## config.mk

```make
export PLATFORM = sky130hd
export DESIGN_NAME = store_merge_unit
export DESIGN_NICKNAME = d
export VERILOG_FILES = /design/src/rtl/store_merge_unit.sv
export SDC_FILE = /design/constraint.sdc
export NUM_CORES = 1
export LEC_CHECK = 0
export CORE_MARGIN = 2
export CORE_UTILIZATION = 40
export DETAILED_ROUTE_END_ITERATION = 10
export HOLD_SLACK_MARGIN = 0.08
export PLACE_DENSITY = 0.81
export REMOVE_ABC_BUFFERS = 1
export SLEW_MARGIN = 20
export SYNTH_ARGS = -nofsm -noshare
export SYNTH_HDL_FRONTEND = slang
export SYNTH_SLANG_ARGS = --single-unit
```

## constraint.sdc

```tcl
create_clock -name clk -period 1.8 [get_ports clk]
set_input_delay 0.27 -clock clk [delete_from_list [all_inputs] [get_ports clk]]
set_output_delay 0.27 -clock clk [all_outputs]
set_load 0.01 [all_outputs]
```

## src/rtl/store_merge_unit.sv

```systemverilog
// store_merge_unit: narrows a register value and commits it to word memory,
// using read-modify-write for byte and halfword stores.
module store_merge_unit (
    input  logic        clk,
    input  logic        rst,
    input  logic        start,
    input  logic [1:0]  size,
    input  logic [31:0] addr,
    input  logic [31:0] wdata,
    output logic        busy,
    output logic        done,
    output logic        err,
    output logic [31:0] mem_addr,
    output logic        mem_re,
    input  logic [31:0] mem_rdata,
    output logic        mem_we,
    output logic [31:0] mem_wdata
);
    typedef enum logic [2:0] {IDLE, READ, WAIT, WRITE, DONE, ERR} state_t;
    state_t state, state_nx;
    logic [1:0]  size_q, off_q;
    logic        bad;
    logic [31:0] mask, ins;
    assign bad  = (size == 2'b11) || (size == 2'b01 && addr[0]) || (size == 2'b10 && addr[1:0] != 2'b00);
    // mem_wdata holds the raw register value until WAIT replaces it with the merged word
    assign mask = size_q == 2'b00 ? 32'hff << {off_q, 3'b000} : 32'hffff << {off_q[1], 4'b0000};
    assign ins  = size_q == 2'b00 ? {4{mem_wdata[7:0]}} : {2{mem_wdata[15:0]}};
    assign busy   = state != IDLE;
    assign done   = state == DONE || state == ERR;
    assign err    = state == ERR;
    assign mem_re = state == READ;
    assign mem_we = state == WRITE;
    always_comb begin
        state_nx = state;
        case (state)
            IDLE:    if (start) state_nx = bad ? ERR : (size == 2'b10 ? WRITE : READ);
            READ:    state_nx = WAIT;
            WAIT:    state_nx = WRITE;
            WRITE:   state_nx = DONE;
            default: state_nx = IDLE;
        endcase
    end
    always_ff @(posedge clk) begin
        if (rst) begin
            state     <= IDLE;
            size_q    <= 2'b00;
            off_q     <= 2'b00;
            mem_addr  <= 32'h0;
            mem_wdata <= 32'h0;
        end else begin
            state <= state_nx;
            if (state == IDLE && start) begin
                size_q    <= size;
                off_q     <= addr[1:0];
                mem_addr  <= {addr[31:2], 2'b00};
                mem_wdata <= wdata;
            end
            if (state == WAIT) mem_wdata <= (mem_rdata & ~mask) | (ins & mask);
        end
    end
endmodule

```

==> reports/results.txt, run 1 <==
The worst hold path belongs to the class register to register. The clock latency on the worst-skew pair was 330 ps; the maximum fanout encountered on the critical timing path was 9. The type of destination of the critical path was an output port.

The floorplan has 32 rows. At the end of routability-driven placement, the weighted congestion stood at 0.839. The number of hold buffers added after CTS was 0. The number of global-route vias before repair was 3507; the slack of the worst reg-to-reg path was 240 ps.

TritonCTS built the clock tree. The most common cell in the synthesized netlist is sky130_fd_sc_hd__nand2_1. The violation count after the first detailed-route iteration came out at 180. The die covers 8800 µm². The logs give 42.8% for the share of synthesized area occupied by flip-flops and latches and 659 for the final cell count without fillers. After the last flow step, the layout net total stands at 653. The share of total power dissipated in combinational logic is 31.2%. The first TritonRoute pass finished after 4 iterations. Of the available clock period, the critical path in the final layout requires 95.6%.

The count of nets left with antenna violations once routing finished came out at 0. The number of buffers added for setup after CTS was 0. The tools report the number of warnings reported in the yosys synthesis log as 0. Setup repair after global routing left no endpoint under its margin. In this run, the clock network consumes 26.1% of the power.

Broken down by cell family, the worst path's largest delay share belongs to buffers and inverters. The routed design could run at a clock period as short as 1720 ps. The critical path in this run is classified as register to output port. In this design, the stage delay of the slowest critical-path cell is 490 ps. The H-tree generated during clock tree synthesis spans 3 levels. Leading register cell type out of synthesis: sky130_fd_sc_hd__dfxtp_1. Clock tree synthesis found a total of 69 sinks. The async set-reset flop share out of synthesis was 0%; the die extent in x was 93.8 µm. After clock tree synthesis, the clock-pin slew on the worst setup and hold paths is 70 ps. The leakage power figure is 1.89 nW. The most critical setup path has its startpoint at state[0]$_SDFFE_PP0P_.

The mean post-synth cell area works out to 8.23 µm². After global routing the overflow that remains totals 0. Across all hold checks on the routed design, the worst slack comes to 456 ps. For the highest clock rate, the log shows 581 MHz. The run finished with clean final reports. After detailed routing, the number of vias per cell comes to 5.45. The tool flagged a number of max-cap violations equal to 0. Walking the worst path, the cells encountered are nor2_4 -> nand2_1 -> clkdlybuf4s50_1. The count of buffering cells on the critical path with inverters included was 1; the cell internal power dissipation was 3.02 mW. Relative to the synthesized area, the layout overhead comes to 60.5%. The routed layout has 3590 vias.

The tools report the reg-to-reg startpoint as size_q[0]$_SDFFE_PP0P_. Once the floorplan was initialized, standard cells occupied 41.5% of the core. The count of final hold-check violations came out at 0. The critical path crosses 3 cells after its start point. After detailed placement, the design holds a cell count of 643.

The routed design has 10700 µm of wire. Number of storage elements in the synthesis netlist: 69. In the routed design, unresolved DRC markers number 0. The top cell type's share of synthesized area is 42.8%, and the post-synthesis instance total is 392. The die is 93.8 µm tall. In this run the clock root is driven by a sky130_fd_sc_hd__clkbuf_8. The power per cell area is 839 nW/µm², and the required time of the critical path is 1530 ps. Counting flops with a built-in enable in the synthesized netlist gives 0. The arrival time reported for the critical path endpoint was 1450 ps. Setup violations remaining at the end of the flow were counted as 0.

The maximum buffer depth of the clock tree is 2. For the overall fraction of global-route tracks in use, the log shows 24.3%. For the headroom to the max-slew limit, the log shows 66.1%. The number of clock buffers added by TritonCTS is 9.

For the pin with the worst max-slew slack, the measured transition is 509 ps. The first global-routing pass estimated 17100 µm of wire. 0 antenna diodes ended up in the layout. Mean routed wirelength per cell: 16.3 µm. Kind of start point of the critical path: a register. The floorplan step defined a core boundary enclosing 7770 µm². Maximum clock skew at final layout: 6.77 ps. The maximum vdd drop is 513 µV, and the share of total power consumed by net switching is 30.4%.

Ranked by instance count, the synthesized netlist is headed by 82 x sky130_fd_sc_hd__nand2_1, 69 x sky130_fd_sc_hd__dfxtp_1, 45 x sky130_fd_sc_hd__a21oi_1, 30 x sky130_fd_sc_hd__a211oi_1, 22 x sky130_fd_sc_hd__o22ai_1. Synthesis instantiated 36 different standard cells from the library. Ranked by total cell area, the synthesized netlist is headed by sky130_fd_sc_hd__dfxtp_1 43%, sky130_fd_sc_hd__nand2_1 9.5%, sky130_fd_sc_hd__a211oi_1 7.0%. Sequential cells burn 42.7% of the power.

The final-report max-slew violation count came out at 0. Cells with a size suffix above 1 make up 8.80% of the layout. Counting cells, the worst reg-to-reg path comes to 4.

The logs give 0 for the number of antenna violations at the first check in global routing and 170 for the total I/O pin count. The slowest stage of the critical path is the sky130_fd_sc_hd__clkdlybuf4s50_1 cell. Total net switching power: 1.32 mW.

In this run the critical register-to-register path is captured at mem_wdata[31]$_SDFFE_PP0P_. For the total power, the log shows 4.34 mW. The critical path ends at busy. The detailed placement HPWL was 7870 µm; the pin count of the biggest net entering global routing was 30. The synthesized design spends more area on one cell type than any other, namely sky130_fd_sc_hd__dfxtp_1. The post-synth design cell area came out at 3230 µm².

In this run the tool buffered the top-level ports with 167 buffer cells.
worst min-delay path by stage:
stage / start / endpoint / slack (ps) / cells after the start
global route: addr[31] / mem_addr[31]$_SDFFE_PP0P_ / 480 / 3
global placement: mem_addr[3]$_SDFFE_PP0P_ / mem_addr[3]$_SDFFE_PP0P_ / 440 / 2
detailed placement: mem_addr[17]$_SDFFE_PP0P_ / mem_addr[17]$_SDFFE_PP0P_ / 450 / 2
CTS: rst / mem_wdata[18]$_SDFFE_PP0P_ / 460 / 2
floorplan: rst / mem_addr[10]$_SDFFE_PP0P_ / 340 / 1
finish: mem_addr[8]$_SDFFE_PP0P_ / mem_addr[8]$_SDFFE_PP0P_ / 460 / 2
what timing repair did:
action / 4_1_cts / 5_1_grt
pin swaps: 0 / 0
resized for setup: 7 / 2
setup endpoints to repair: 5 / 2
endpoints found under the hold margin: 0 / 0
worst min-delay path: cells and delay by family, from the launching register on:
family | cells | cell delay, ps
flip-flops | 1 | 310
AO/OA/AOI/OAI | 1 | 50
AND/OR/NAND/NOR | 1 | 50
cells in the final DEF (no fill, tap or decap), types with 2 or more instances in the layout:
cell,instances
sky130_fd_sc_hd__nand2b_1,7
sky130_fd_sc_hd__and3_1,9
sky130_fd_sc_hd__o22ai_1,22
sky130_fd_sc_hd__o21ai_2,2
sky130_fd_sc_hd__clkinvlp_4,2
sky130_fd_sc_hd__nor2_1,9
sky130_fd_sc_hd__a311oi_1,2
sky130_fd_sc_hd__dfxtp_1,66
sky130_fd_sc_hd__buf_4,18
sky130_fd_sc_hd__clkbuf_8,11
sky130_fd_sc_hd__dlygate4sd2_1,3
sky130_fd_sc_hd__a211oi_1,30
sky130_fd_sc_hd__nor3b_1,2
sky130_fd_sc_hd__clkdlybuf4s50_1,163
sky130_fd_sc_hd__dfxtp_4,2
sky130_fd_sc_hd__o21bai_1,15
sky130_fd_sc_hd__a21oi_1,45
sky130_fd_sc_hd__conb_1,2
sky130_fd_sc_hd__o21ai_0,16
sky130_fd_sc_hd__nor2b_1,2
sky130_fd_sc_hd__a221oi_1,16
sky130_fd_sc_hd__clkbuf_1,2
sky130_fd_sc_hd__mux2i_1,7
sky130_fd_sc_hd__nor3_1,3
sky130_fd_sc_hd__buf_12,2
sky130_fd_sc_hd__nand2_1,82
routing by layer:
metal / GRT usage (%) / part of all wire [%] / up-vias
met5: 0 / 0 / -
met4: 10.0 / 1.6 / 0
met3: 3.93 / 8.3 / 16
met2: 41.5 / 49 / 167
met1: 30.3 / 41 / 1669
li1: - / - / 1738
through the flow:
step | utilization (%) | setup TNS [ps] | area, µm² | setup slack, ps
6_report | 66.7 | 0 | 5180 | 78.9
4_1_cts | 66.6 | 0 | 5170 | 13.5
2_1_floorplan | - | -14130 | 3020 | -385
5_1_grt | 66.7 | 0 | 5180 | 15.0
3_5_place_dp | 64.3 | 0 | 4990 | 121
3_3_place_gp | 64.3 | 0 | 4990 | 203
cells by family (layout without fill, tap and decap cells):
kind of cell,after synthesis,after routing,share of synthesized area (%)
AOI/OAI and AO/OA,151,151,30.9
buffers and inverters,41,205,6.63
DFF,69,69,42.8
muxes,7,7,2.17
other,1,2,0.116
and+or+nand+nor,123,123,17.4
area by class of cell:
cell class | instances | area, µm²
clock inverters | 3 | 20.0
fillers | 623 | 2590
inverters | 2 | 7.51
repair buffers | 187 | 1840
flip-flops and latches | 69 | 1390
clock buffers | 13 | 159
well taps | 102 | 128
multi-input cells | 283 | 1640
power by group through the flow:
| stage | Sequential [mW] | Clock (mW) | Combinational [mW] |
|---|---|---|---|
| after floorplan | 1.95 | 0 | 0.458 |
| after global placement | 1.88 | 0 | 1.33 |
| after detailed placement | 1.88 | 0 | 1.35 |
| after CTS | 1.85 | 1.16 | 1.36 |
| after global routing | 1.88 | 1.23 | 1.47 |
| final | 1.86 | 1.13 | 1.35 |
Note: power is estimated with default switching activity, not from simulation.
==> inputs of run 2 (changes only) <==
--- a/config.mk
+++ b/config.mk
@@ -10,6 +10,7 @@
 export DETAILED_ROUTE_END_ITERATION = 10
 export HOLD_SLACK_MARGIN = 0.08
 export PLACE_DENSITY = 0.81
+export RECOVER_POWER = 50
 export REMOVE_ABC_BUFFERS = 1
 export SLEW_MARGIN = 20
 export SYNTH_ARGS = -nofsm -noshare
==> reports/results.txt, run 2 (synthesis results as in run 1) <==
For the required time of the critical path, the log shows 1530 ps (about the same). The end of the worst register-to-register path is mem_addr[18]$_SDFFE_PP0P_ (was mem_wdata[31]$_SDFFE_PP0P_). The library cell contributing the largest single delay on the critical path is sky130_fd_sc_hd__clkdlybuf4s50_1 (unchanged). The worst hold path depth was 2 (unchanged); the depth of the CTS H-tree was 3 (unchanged). Detailed placement HPWL: 7870 µm (unchanged).

Most frequent standard cell in the layout excluding fill and tap cells: sky130_fd_sc_hd__clkdlybuf4s50_1 (unchanged). The maximum fanout encountered on the critical timing path is 9 (unchanged), and the post-layout net count is 653 (unchanged). Maximum clock skew at final layout: 6.20 ps (was 6.77 ps). The worst min-delay path startpoint was mem_addr[31]$_SDFFE_PP0P_ (was mem_addr[8]$_SDFFE_PP0P_). The logs give 643 (unchanged) for the number of cells in the design after placement and 0 (unchanged) for the antenna violation net count after detailed routing. The run gives 0.839 (unchanged) as the weighted congestion at the end of routability-driven global placement. Most used cells in the layout excluding fill and tap cells: 135 x sky130_fd_sc_hd__clkdlybuf4s50_1, 82 x sky130_fd_sc_hd__nand2_1, 66 x sky130_fd_sc_hd__dfxtp_1 (was 163 x sky130_fd_sc_hd__clkdlybuf4s50_1, 82 x sky130_fd_sc_hd__nand2_1, 66 x sky130_fd_sc_hd__dfxtp_1). For the overall fraction of global-route tracks in use, the log shows 24.3% (unchanged). The logs give 4 (unchanged) for the total iterations of the first detailed-routing run and 10700 µm (about the same) for the final wirelength. Per-cell via count in the routed design: 5.45 (about the same). The highest clock rate was 580 MHz (was 581 MHz). The die area is 8800 µm² (unchanged). TritonCTS built the clock tree.

Placeable core area: 7770 µm² (unchanged). Kind of start point of the critical path: a register (unchanged). The remaining routing DRC violations is 0 (unchanged), and the clock net sink count is 69 (unchanged). The final core utilization is 66.6% (was 66.7%).

The global-route wire length before repair was 17100 µm (unchanged). The worst min-delay path category is register to register (unchanged). The run gives 1450 ps (about the same) as the arrival time reported for the critical path endpoint. The total number of vias was 3591 (was 3590); the final cell count without fillers was 659 (unchanged). The number of buffers added for setup after CTS came out at 0 (unchanged). The run gives 9 (unchanged) as the number of clock buffers inserted by TritonCTS. The count of buffers inserted at the top-level ports is 167 (unchanged). The tools report the slack of the worst reg-to-reg path as 120 ps (was 240 ps).

The tools report the remaining global-route overflow as 0 (unchanged). For the final-report max-slew violation count, the log shows 0 (unchanged). The mean routed wirelength per cell was 16.3 µm (about the same); the die extent in x was 93.8 µm (unchanged).

The number of antenna violations at the first check in global routing is 0 (unchanged), and the initial core utilization is 41.5% (unchanged). For the clock latency on the worst-skew pair, the log shows 330 ps (about the same). The period utilization was 95.8% (was 95.6%). The worst hold slack was 453 ps (was 456 ps). Root buffer cell: sky130_fd_sc_hd__clkbuf_8 (unchanged). The flow ran to the end, and the final reports show no timing, DRC or antenna violations.

The type of destination of the critical path was an output port (unchanged). The total of hold buffers inserted after clock tree synthesis is 0 (unchanged). The layout-stage area growth over the synthesis result is 60.4% (was 60.5%), and the maximum buffer depth of the clock tree is 2 (unchanged). The number of global-route vias before repair was 3507 (unchanged); the layout cell share with drive strength beyond 1 was 8.62% (was 8.80%).

The tools report the pin count of the biggest net entering global routing as 30 (unchanged). The total I/O pin count is 170 (unchanged). The tools report the endpoint of the worst hold-timing path as mem_addr[31]$_SDFFE_PP0P_ (was mem_addr[8]$_SDFFE_PP0P_).

Setup repair after global routing left no endpoint under its margin. The violation count after the first detailed-route iteration is 186 (was 180), and the clock edge transition at the registers on the reported setup and hold paths is 70 ps (about the same). The tools report the maximum vdd drop as 520 µV (was 513 µV).

The depth of the worst register-to-register path is 6 (was 4), and the worst stage delay on the critical path is 500 ps (was 490 ps). Count of final hold-check violations: 0 (unchanged). The pin slew with the least headroom to its limit was 506 ps (was 509 ps). Reg-to-reg startpoint: state[0]$_SDFFE_PP0P_ (was size_q[0]$_SDFFE_PP0P_). The count of inserted antenna diode cells is 0 (unchanged), and the total of endpoints with negative setup slack in the final report is 0 (unchanged). The minimum period implied by the final worst setup slack is 1720 ps (about the same). The die height came out at 93.8 µm (unchanged).

Total power: 4.32 mW (was 4.34 mW). For the reported max-cap violation count, the log shows 0 (unchanged). Cell-by-cell listing of the critical path: nor2_4 -> nand2_1 -> clkdlybuf4s50_1 (unchanged). The run gives 66.3% (was 66.1%) as the headroom to the max-slew limit. The startpoint-to-endpoint class of the critical path was register to output port (unchanged). For the standard-cell row count, the log shows 32 (unchanged).

The power per cell area is 835 nW/µm² (was 839 nW/µm²). Leakage power figure: 1.96 nW (was 1.89 nW).
run 2: power by group:
group,leakage (nW),internal [mW],switching (mW)
Sequential,0.570,1.71,0.148
Combinational,1.30,0.719,0.611
Clock,0.0857,0.574,0.561
Total,1.96,3.00,1.32
run 2: worst max path at each step:
| stage | from | to | slack [ps] | depth (start not counted) |
|---|---|---|---|---|
| after global routing | state[0]$_SDFFE_PP0P_ | busy | 20 | 3 |
| after global placement | start | mem_wdata[23]$_SDFFE_PP0P_ | 200 | 6 |
| after detailed placement | start | mem_wdata[21]$_SDFFE_PP0P_ | 120 | 5 |
| final | state[0]$_SDFFE_PP0P_ | busy | 80 | 3 |
| after CTS | state[1]$_SDFFE_PP0P_ | busy | 10 | 3 |
| after floorplan | state[0]$_SDFFE_PP0P_ | mem_wdata[16]$_SDFFE_PP0P_ | -390 | 4 |
run 2: critical path, delay by kind of cell (launching register included):
kind          cells  cell delay (ps)
simple gates      2              240
flops             1              380
buf+inv           1              500
run 2: metal layers:
layer	up-vias	share of wire (%)	track usage [%]
met5	-	0	0
met4	0	2.0	10.0
met3	18	7.8	3.93
met2	160	49	41.5
met1	1673	41	30.3
li1	1740	-	-
run 2: layout make-up:
| cell class | count | area, µm² |
|---|---|---|
| Fill cell | 625 | 2590 |
| Inverter | 2 | 7.51 |
| Tap cell | 102 | 128 |
| Multi-Input combinational cell | 283 | 1640 |
| Clock inverter | 3 | 20.0 |
| Sequential cell | 69 | 1390 |
| Clock buffer | 13 | 159 |
| Timing Repair Buffer | 187 | 1830 |
run 2: through the flow:
step	setup slack, ps	instance area, µm²	TNS (ps)
after floorplan	-385	3020	-14130
after global placement	203	4990	0
after detailed placement	121	4990	0
after CTS	13.5	5170	0
after global routing	16.1	5170	0
final	75.3	5170	0
run 2: repair_timing:
item | in CTS | in global routing
gates resized for setup | 7 | 2
hold endpoints to repair | 0 | 0
endpoints found under the setup margin | 5 | 2
==> inputs of run 3 (changes only) <==
--- a/config.mk
+++ b/config.mk
@@ -16,3 +16,4 @@
 export SYNTH_ARGS = -nofsm -noshare
 export SYNTH_HDL_FRONTEND = slang
 export SYNTH_SLANG_ARGS = --single-unit
+export TNS_END_PERCENT = 1
==> constraint.sdc (replaced) <==
create_clock -name clk -period 1.7 [get_ports clk]
set_input_delay 0.255 -clock clk [delete_from_list [all_inputs] [get_ports clk]]
set_output_delay 0.255 -clock clk [all_outputs]
set_load 0.01 [all_outputs]
==> reports/results.txt, run 3 (synthesis results as in run 1) <==
The flow ran to the end, and the final reports show no timing, DRC or antenna violations. The startpoint-to-endpoint class of the critical path was register to output port (unchanged). The initial core utilization was 41.5% (unchanged); the die extent in x was 93.8 µm (unchanged). The final worst slack came out at 106 ps (was 75.3 ps). The most frequent standard cell in the layout excluding fill and tap cells is sky130_fd_sc_hd__clkdlybuf4s50_1 (unchanged). The run gives 24.5% (was 24.3%) as the overall fraction of global-route tracks in use. The count of inserted antenna diode cells is 0 (unchanged). Worst stage delay on the critical path: 580 ps (was 500 ps). The clock edge transition at the registers on the reported setup and hold paths was 70 ps (about the same); the total net switching power was 1.38 mW (was 1.32 mW). Count of buffers inserted at the top-level ports: 167 (unchanged).

The reg-to-reg startpoint is state[2]$_SDFFE_PP0P_ (was state[0]$_SDFFE_PP0P_). For the maximum buffer depth of the clock tree, the log shows 2 (unchanged). Most used cells in the layout excluding fill and tap cells: 136 x sky130_fd_sc_hd__clkdlybuf4s50_1, 82 x sky130_fd_sc_hd__nand2_1, 67 x sky130_fd_sc_hd__dfxtp_1 (was 135 x sky130_fd_sc_hd__clkdlybuf4s50_1, 82 x sky130_fd_sc_hd__nand2_1, 66 x sky130_fd_sc_hd__dfxtp_1). The run gives 3.14 mW (was 3.00 mW) as the cell internal power dissipation. TritonCTS built the clock tree. The tools report the logic gate share of total power as 31.6% (was 30.8%). The depth of the worst register-to-register path works out to 6 (unchanged). The minimum period implied by the final worst setup slack was 1590 ps.

The run gives 0 (unchanged) as the antenna violation net count after detailed routing. Total I/O pin count: 170 (unchanged). The number of clock buffers inserted by TritonCTS was 9 (unchanged); the remaining routing DRC violations was 0 (unchanged).

The die height was 93.8 µm (unchanged). The per-cell via count in the routed design works out to 5.50 (was 5.45). Arrival time reported for the critical path endpoint: 1340 ps (was 1450 ps). The tools report the end of the worst register-to-register path as mem_wdata[16]$_SDFFE_PP0P_ (was mem_addr[18]$_SDFFE_PP0P_). The leakage power figure is 1.98 nW (was 1.96 nW), and the total of endpoints with negative setup slack in the final report is 0 (unchanged). The pin count of the biggest net entering global routing is 33 (was 30), and the total power is 4.52 mW (was 4.32 mW).

The fraction of power consumed by sequential logic is 43.4% (was 42.9%). The library cell contributing the largest single delay on the critical path was sky130_fd_sc_hd__clkdlybuf4s50_1 (unchanged). For the highest clock rate, the log shows 627 MHz.

Cell-by-cell listing of the critical path: clkdlybuf4s50_1 (was nor2_4 -> nand2_1 -> clkdlybuf4s50_1). The count of buffering cells on the critical path with inverters included is 1 (unchanged). The maximum vdd drop came out at 427 µV (was 520 µV).

The tools report the post-layout net count as 657 (was 653). The tools report the count of final hold-check violations as 0 (unchanged). The remaining global-route overflow was 0 (unchanged). The slack of the worst reg-to-reg path came out at 150 ps (was 120 ps).

Maximum fanout encountered on the critical timing path: 4 (was 9). The layout-stage area growth over the synthesis result works out to 60.9% (was 60.4%). The global routing's busiest layer was met2 (unchanged). The number of stages on the worst setup path works out to 1 (was 3). For the reported max-cap violation count, the log shows 0 (unchanged).

The power per cell area was 871 nW/µm² (was 835 nW/µm²); the maximum clock skew at final layout was 6.68 ps (was 6.20 ps). Number of cells in the design after placement: 646 (was 643). The tools report the number of global-route vias before repair as 3580 (was 3507). The run gives 7770 µm² (unchanged) as the placeable core area. For the met1 capacity usage during global routing, the log shows 31.1% (was 30.3%).

The mean routed wirelength per cell came out at 16.2 µm (was 16.3 µm). For the standard-cell row count, the log shows 32 (unchanged). The kind of start point of the critical path was a register (unchanged). Type of destination of the critical path: an output port (unchanged). Pin slew with the least headroom to its limit: 568 ps (was 506 ps). For the total number of vias, the log shows 3640 (was 3591).

The logs give 17300 µm (was 17100 µm) for the global-route wire length before repair and 0 (unchanged) for the number of antenna violations at the first check in global routing. The final wirelength came out at 10800 µm (was 10700 µm). The capturing instance or port of the critical path is mem_wdata[1] (was busy). The share of total power consumed by net switching is 30.4% (was 30.6%), and the headroom to the max-slew limit is 62.2% (was 66.3%). The met2 global-route usage was 40.7% (was 41.5%); the post-placement worst setup slack was 36.6 ps (was 121 ps). For the clock net sink count, the log shows 69 (unchanged).

The weighted congestion at the end of routability-driven global placement is 0.884 (was 0.839). The worst min-delay path category is input pin to register (was register to register). The run gives 5.38% (was 3.93%) as the met3 layer usage reported by global route. The total iterations of the first detailed-routing run was 5 (was 4); the period utilization was 93.8%. The final cell count without fillers was 662 (was 659). The required time of the critical path was 1440 ps (was 1530 ps). The logs give 25.0% (was 26.3%) for the portion of total power attributed to the clock network and 0 (unchanged) for the final-report max-slew violation count. The clock latency on the worst-skew pair is 340 ps (was 330 ps). The root buffer cell is sky130_fd_sc_hd__clkbuf_8 (unchanged). For the worst hold slack, the log shows 451 ps (was 453 ps).

The category of cells accounting for the largest share of critical-path delay is buffers and inverters (unchanged). The run gives 8800 µm² (unchanged) as the die area. The layout cell share with drive strength beyond 1 was 8.57% (was 8.62%); the depth of the CTS H-tree was 3 (unchanged). Setup repair after global routing left no endpoint under its margin. The violation count after the first detailed-route iteration is 180 (was 186), and the detailed placement HPWL is 8060 µm (was 7870 µm).
## run 3: per-layer routing
layer	routed length (µm)	part of all wire [%]
met5	0	0
met4	208	1.9
met3	875	8.1
met2	5280	49
met1	4390	41
## run 3: per-stage QoR
step           util [%]  TNS (ps)  area (µm²)
3_5_place_dp       64.7         0        5030
5_1_grt            66.8         0        5190
4_1_cts            66.8     -54.5        5190
6_report           66.8         0        5190
3_3_place_gp       64.7         0        5030
2_1_floorplan         -    -19550        3020
## run 3: how the worst min path moves through the flow
stage	depth (start not counted)	from	slack, ps	to
after floorplan	1	rst	320	mem_addr[10]$_SDFFE_PP0P_
after global placement	2	mem_addr[3]$_SDFFE_PP0P_	440	mem_addr[3]$_SDFFE_PP0P_
after detailed placement	2	mem_addr[4]$_SDFFE_PP0P_	450	mem_addr[4]$_SDFFE_PP0P_
after CTS	2	rst	420	off_q[1]$_SDFFE_PP0P_
after global routing	2	rst	460	off_q[1]$_SDFFE_PP0P_
final	2	rst	450	off_q[1]$_SDFFE_PP0P_
## run 3: layout make-up
cell class              count  area (µm²)
fillers                   653        2580
repair buffers            191        1870
multi-input cells         283        1630
flip-flops and latches     69        1390
clock buffers              13         149
well taps                 102         128
clock inverters             2        10.0
inverters                   2        8.76
## run 3: what timing repair did
item	CTS	global route
resized for setup	9	1
hold buffers	0	0
setup endpoints to repair	5	1
buffers inserted	0	1
pin swaps	0	1
## run 3: power groups by stage
stage,Combinational [mW],Clock (mW),Sequential (mW)
after floorplan,0.485,0,2.06
after global placement,1.42,0,1.99
after detailed placement,1.45,0,1.99
after CTS,1.45,1.16,1.96
after global routing,1.55,1.22,1.98
final,1.43,1.13,1.96
==> RTL edit 1 (flow settings as in run 2) <==
Register the inputs `start`, `size`, `addr`, `wdata` and `mem_rdata` before use, without a reset. The logic sees them one clock later.
--- a/src/rtl/store_merge_unit.sv
+++ b/src/rtl/store_merge_unit.sv
@@ -18,9 +18,24 @@
 );
     typedef enum logic [2:0] {IDLE, READ, WAIT, WRITE, DONE, ERR} state_t;
+
+    logic start_q;
+    logic [1:0] size_r;
+    logic [31:0] addr_q;
+    logic [31:0] wdata_q;
+    logic [31:0] mem_rdata_q;
+
+    always_ff @(posedge clk) begin
+        start_q     <= start;
+        size_r      <= size;
+        addr_q      <= addr;
+        wdata_q     <= wdata;
+        mem_rdata_q <= mem_rdata;
+    end
+
     state_t state, state_nx;
     logic [1:0]  size_q, off_q;
     logic        bad;
     logic [31:0] mask, ins;
-    assign bad  = (size == 2'b11) || (size == 2'b01 && addr[0]) || (size == 2'b10 && addr[1:0] != 2'b00);
+    assign bad  = (size_r == 2'b11) || (size_r == 2'b01 && addr_q[0]) || (size_r == 2'b10 && addr_q[1:0] != 2'b00);
     // mem_wdata holds the raw register value until WAIT replaces it with the merged word
     assign mask = size_q == 2'b00 ? 32'hff << {off_q, 3'b000} : 32'hffff << {off_q[1], 4'b0000};
@@ -34,5 +49,5 @@
         state_nx = state;
         case (state)
-            IDLE:    if (start) state_nx = bad ? ERR : (size == 2'b10 ? WRITE : READ);
+            IDLE:    if (start_q) state_nx = bad ? ERR : (size_r == 2'b10 ? WRITE : READ);
             READ:    state_nx = WAIT;
             WAIT:    state_nx = WRITE;
@@ -50,11 +65,11 @@
         end else begin
             state <= state_nx;
-            if (state == IDLE && start) begin
-                size_q    <= size;
-                off_q     <= addr[1:0];
-                mem_addr  <= {addr[31:2], 2'b00};
-                mem_wdata <= wdata;
+            if (state == IDLE && start_q) begin
+                size_q    <= size_r;
+                off_q     <= addr_q[1:0];
+                mem_addr  <= {addr_q[31:2], 2'b00};
+                mem_wdata <= wdata_q;
             end
-            if (state == WAIT) mem_wdata <= (mem_rdata & ~mask) | (ins & mask);
+            if (state == WAIT) mem_wdata <= (mem_rdata_q & ~mask) | (ins & mask);
         end
     end
Behaviour: not the same (a bounded check fails within 4 cycles, from zero or initial values and one cycle with rst high).
==> RTL edit 1 against run 2 <==
- utilization fell by 5.6 points
- first-iteration DRC count rose by 84%
- worst setup slack improved by 0.00055 ns
- routed wire length rose by 40%
- area after synthesis rose by 62%
- sequential cell count rose by 99
- hold slack got worse by 0.067 ns
- total power rose by 110%
- register-to-register slack improved by 0.02 ns
- critical path type unchanged
- cell area rose by 49%
- critical path depth did not move
==> RTL edit 1: results (changes against run 2) <==
Status -> completed (unchanged)
Setup crit start -> state[1]$_SDFFE_PP0P_ (was state[0]$_SDFFE_PP0P_)
Flop2flop setup slack -> 0.14 ns (was 0.12 ns)
Gr usage total -> 21.8% (was 24.3%)
Critical Path Fanout Max -> 13 (was 9)
Worst slew pin tran -> 0.616 ns (was 0.506 ns)
Share of cells above drive strength 1 -> 10.5% (was 8.62%)
Synth cell types -> 39 (was 36)
Met1 usage in global routing -> 25.7% (was 30.3%)
Worst reg-to-reg path cell count -> 4 (was 6)
Min-Delay Path Depth -> 1 (was 2)
Reg2reg end -> mem_wdata[8]$_SDFFE_PP0P_ (was mem_addr[18]$_SDFFE_PP0P_)
CTS H-Tree Depth -> 4 (was 3)
Nets -> 790 (was 653)
Top post-synthesis cells by area -> dfxtp_1 (64%), nand2_1 (7.4%), a21oi_1 (4.7%) (was dfxtp_1 (43%), nand2_1 (9.5%), a211oi_1 (7.0%))
End of the worst hold path -> addr_q[4]$_DFF_P_ (was mem_addr[31]$_SDFFE_PP0P_)
Slowest cell on the critical path -> dfxtp_2 (was clkdlybuf4s50_1)
First-pass DRT Iterations -> 5 (was 4)
CP Capture Point -> err (was busy)
Worst Hold Class -> in -> reg (was reg -> reg)
HPWL after DPL -> 10500 microns (was 7870 microns)
Vias in the first global route -> 4663 (was 3507)
IR drop worst, VDD -> 0.000709 V (was 0.000520 V)
Mux contribution to synthesized area -> 0% (was 2.17%)
Reg-to-Reg Start -> size_q[1]$_SDFFE_PP0P_ (was state[0]$_SDFFE_PP0P_)
Largest stage delay on the critical path -> 0.36 ns (was 0.50 ns)
Post-Synth Adder-Cell Area -> 0% (unchanged)
Top post-synthesis cells by count -> dfxtp_1 (168), nand2_1 (103), a21oi_1 (49) (was nand2_1 (82), dfxtp_1 (69), a21oi_1 (45))
HP Start -> addr[4] (was mem_addr[31]$_SDFFE_PP0P_)
M2 GR Usage -> 34.2% (was 41.5%)
Routability congestion estimate -> 0.851 (was 0.839)
Final min period -> 1.72 ns (about the same)
Maximum number of pins on one net before global-route repair -> 43 (was 30)
Skew final -> 0.00872 ns (was 0.00620 ns)
GRT met3 Usage -> 11.1% (was 3.93%)
Register area share after synthesis -> 64.4% (was 42.8%)
Worst hold slack -> 0.386 ns (was 0.453 ns)
Met2 WL -> 6980 microns (was 5230 microns)
Fillcell total -> 1037 (was 625)
TritonCTS Buffers -> 17 (was 9)
Vias per cell -> 5.24 (was 5.45)
Skew-Pair Late Insertion Delay -> 0.42 ns (was 0.33 ns)
Met3 routed WL -> 1740 microns (was 832 microns)
Synth Area in Compound Gates -> 19.8% (was 30.9%)
WL final -> 15000 microns (was 10700 microns)
Leakage -> 2.96 nW (was 1.96 nW)
First DRT Iteration DRCs -> 342 (was 186)
M1 WL -> 5960 microns (was 4440 microns)
Post-DP Area -> 7170 sq um (was 4990 sq um)
Top sig layer -> met5 (was met4)
CTS root buf -> clkbuf_16 (was clkbuf_8)
[RTL edit 1: changes by cell type after synthesis, moves of 8 or more]
cell	before	now
o221ai_1	0	8
o21ai_0	16	25
o21bai_1	15	0
and3_1	10	1
o21ai_1	0	8
nand2_1	82	103
a31oi_1	0	9
nor3_1	3	11
a211oi_1	30	16
dfxtp_1	69	168
[RTL edit 1: logic make-up (layout without fill, tap and decap cells)]
group / after synthesis / after routing
flops: 168 / 168
compound gates: 162 / 162
simple gates: 140 / 140
buf+inv: 43 / 230
other cells: 1 / 6
[RTL edit 1: cell type report]
type	instances	area (sq um)	share of cell area (%)
Antenna cell	4	10.0	0.129
Clock buffer	18	439	5.68
Clock inverter	14	135	1.75
Inverter	3	13.8	0.178
Multi-Input combinational cell	304	1640	21.3
Sequential cell	168	3370	43.6
Tap cell	172	215	2.78
Timing Repair Buffer	195	1900	24.6
[RTL edit 1: report_power, final]
| part | switching [mW] | leakage (nW) | internal (mW) |
|---|---|---|---|
| clock network | 1.53 | 0.276 | 1.97 |
| registers | 0.203 | 1.41 | 4.01 |
| logic | 0.678 | 1.27 | 0.712 |
[RTL edit 1: metrics by stage]
| stage | std cells | total power [mW] | utilization (%) |
|---|---|---|---|
| floorplan | 475 | 4.82 | - |
| global placement | 842 | 5.67 | 56.6 |
| CTS | 874 | 9.22 | 61.2 |
| finish | 878 | 9.11 | 61.0 |
| global route | 877 | 9.49 | 61.0 |
| detailed placement | 842 | 5.73 | 56.6 |
[RTL edit 1: repair_timing]
item                                    CTS  global route
resized for setup                        11             0
buffers inserted                          0             0
endpoints found under the setup margin    5             0
[RTL edit 1: critical path: cells and delay by family, from the launching register on]
kind                   cells  cell delay [ns]
buffers and inverters      2             0.46
flip-flops                 1             0.36
AND/OR/NAND/NOR            1             0.21
==> RTL edit 2 (settings of run 2) <==
Without the edit above. The 6 states of `state_t` get a one-hot encoding in 6 bits.
--- a/src/rtl/store_merge_unit.sv
+++ b/src/rtl/store_merge_unit.sv
@@ -17,5 +17,5 @@
     output logic [31:0] mem_wdata
 );
-    typedef enum logic [2:0] {IDLE, READ, WAIT, WRITE, DONE, ERR} state_t;
+    typedef enum logic [5:0] {IDLE = 6'b000001, READ = 6'b000010, WAIT = 6'b000100, WRITE = 6'b001000, DONE = 6'b010000, ERR = 6'b100000} state_t;
     state_t state, state_nx;
     logic [1:0]  size_q, off_q;
Formal check against the unedited RTL: no difference found for any inputs over 10 cycles, from zero or initial values and one cycle with rst high; not proved beyond that.
==> RTL edit 2 against run 2 <==
- routed wire length up 2.7%
- area after synthesis fell by 0.97%
- worst setup slack better by 0.0039 ns
- utilization grew 0.98 points
- sequential cell count grew 3
- count of clock-buffer cells in the layout shrank 3
- sequential share of layout area grew 0.95 points
- cell area increased by 0.94%
- total power is 1.2% higher
==> RTL edit 2: results (changes against run 2) <==
First-pass GRT wire length -> 17300 microns (was 17100 microns)
Port bufs -> 167 (unchanged)
Worst Hold Class -> reg -> reg (unchanged)
Vias in the first global route -> 3411 (was 3507)
Synth Area in XOR/XNOR -> 0.548% (was 0%)
Critical path's top delay family -> simple AND/OR/NAND/NOR gates (was buffers and inverters)
Initial antenna violation count -> 0 (unchanged)
Gr usage total -> 25.4% (was 24.3%)
TritonCTS Buffers -> 9 (unchanged)
Register area share after synthesis -> 45.1% (was 42.8%)
Routability congestion estimate -> 0.853 (was 0.839)
Skew-Pair Late Insertion Delay -> 0.34 ns
Min-Delay Path Depth -> 2 (unchanged)
Vias post-DR -> 3483 (was 3591)
Post-Synth Adder-Cell Area -> 0% (unchanged)
Maximum number of pins on one net before global-route repair -> 42 (was 30)
WL final -> 11000 microns (was 10700 microns)
Skew final -> 0.00954 ns (was 0.00620 ns)
Largest stage delay on the critical path -> 0.50 ns (about the same)
Synth Area in Compound Gates -> 20.6% (was 30.9%)
Status -> completed (unchanged)
CTS root buf -> clkbuf_8 (unchanged)
Slowest cell on the critical path -> or3b_2 (was clkdlybuf4s50_1)
CTS max path bufs -> 2 (unchanged)
Async SR Flop Fraction -> 0% (unchanged)
Top post-synthesis cells by area -> dfxtp_1 (45%), nand2_1 (11%), mux2i_1 (7.8%) (was dfxtp_1 (43%), nand2_1 (9.5%), a211oi_1 (7.0%))
Dpl cells -> 633 (was 643)
Synth cell types -> 43 (was 36)
First DRT Iteration DRCs -> 234 (was 186)
Resized cells post-CTS -> 16 (was 7)
Post-CTS Setup Inserts -> 1 (was 0)
CTS H-Tree Depth -> 3 (unchanged)
Critical Path Fanout Max -> 8 (was 9)
First-pass DRT Iterations -> 5 (was 4)
Worst reg-to-reg path cell count -> 4 (was 6)
Share of cells above drive strength 1 -> 9.47% (was 8.62%)
Crit path DAT -> 1.93 ns (was 1.45 ns)
Fin cells -> 651 (was 659)
Clk pin slew, worst setup/hold paths -> 0.08 ns
Worst slew pin tran -> 0.552 ns (was 0.506 ns)
HPWL after DPL -> 8250 microns (was 7870 microns)
Top post-synthesis cells by count -> nand2_1 (91), dfxtp_1 (72), a21oi_1 (40) (was nand2_1 (82), dfxtp_1 (69), a21oi_1 (45))
IR drop worst, VDD -> 0.000538 V (was 0.000520 V)
# diodes -> 0 (unchanged)
Post-synthesis cell count -> 373 (was 392)
Yosys Warn Count -> 0 (unchanged)
Hold buffer count at CTS -> 0 (unchanged)
Mux contribution to synthesized area -> 8.19% (was 2.17%)
Leakage -> 2.02 nW (was 1.96 nW)
==> RTL edit 2: layer usage <==
metal	up-vias	wire length [microns]	GRT usage [%]
met3	11	558	3.63
met2	123	5700	43.2
met1	1671	4590	32.7
met4	0	162	9.19
met5	-	0	0
li1	1678	-	-
==> RTL edit 2: final timing paths <==
kind                                           startpoint                         end  slack (ns)
worst min-delay path            mem_addr[15]$_SDFFE_PP0P_   mem_addr[15]$_SDFFE_PP0P_        0.45
worst max register to register      off_q[0]$_SDFFE_PP0P_  mem_wdata[20]$_SDFFE_PP0P_        0.08
worst min register to register  mem_addr[15]$_SDFFE_PP0P_   mem_addr[15]$_SDFFE_PP0P_        0.45
worst max-delay path                off_q[0]$_SDFFE_PP0P_  mem_wdata[20]$_SDFFE_PP0P_        0.08
==> RTL edit 2: cell type report <==
| cell class | count | area (sq um) |
|---|---|---|
| fill | 622 | 2500 |
| timing repair buffer | 185 | 1840 |
| multi-input combinational | 272 | 1590 |
| sequential | 72 | 1450 |
| clock buffer | 10 | 138 |
| tap | 102 | 128 |
| clock inverter | 6 | 67.6 |
| inverter | 4 | 15.0 |
==> RTL edit 2: through the flow <==
| step | area [sq um] | util, % | power (mW) | worst slack, ns |
|---|---|---|---|---|
| 2_1_floorplan | 3020 | - | 2.37 | -0.912 |
| 3_3_place_gp | 4970 | 64.3 | 3.03 | 0.0798 |
| 3_5_place_dp | 4970 | 64.3 | 3.07 | -0.0165 |
| 4_1_cts | 5200 | 67.3 | 4.37 | 0.0232 |
| 5_1_grt | 5220 | 67.6 | 4.58 | -0.0130 |
| 6_report | 5220 | 67.6 | 4.37 | 0.0792 |
==> RTL edit 2: power breakdown <==
part / internal, mW / switching [mW] / total (mW)
Combinational: 0.672 / 0.526 / 1.20
Clock: 0.683 / 0.629 / 1.31
Sequential: 1.74 / 0.125 / 1.86
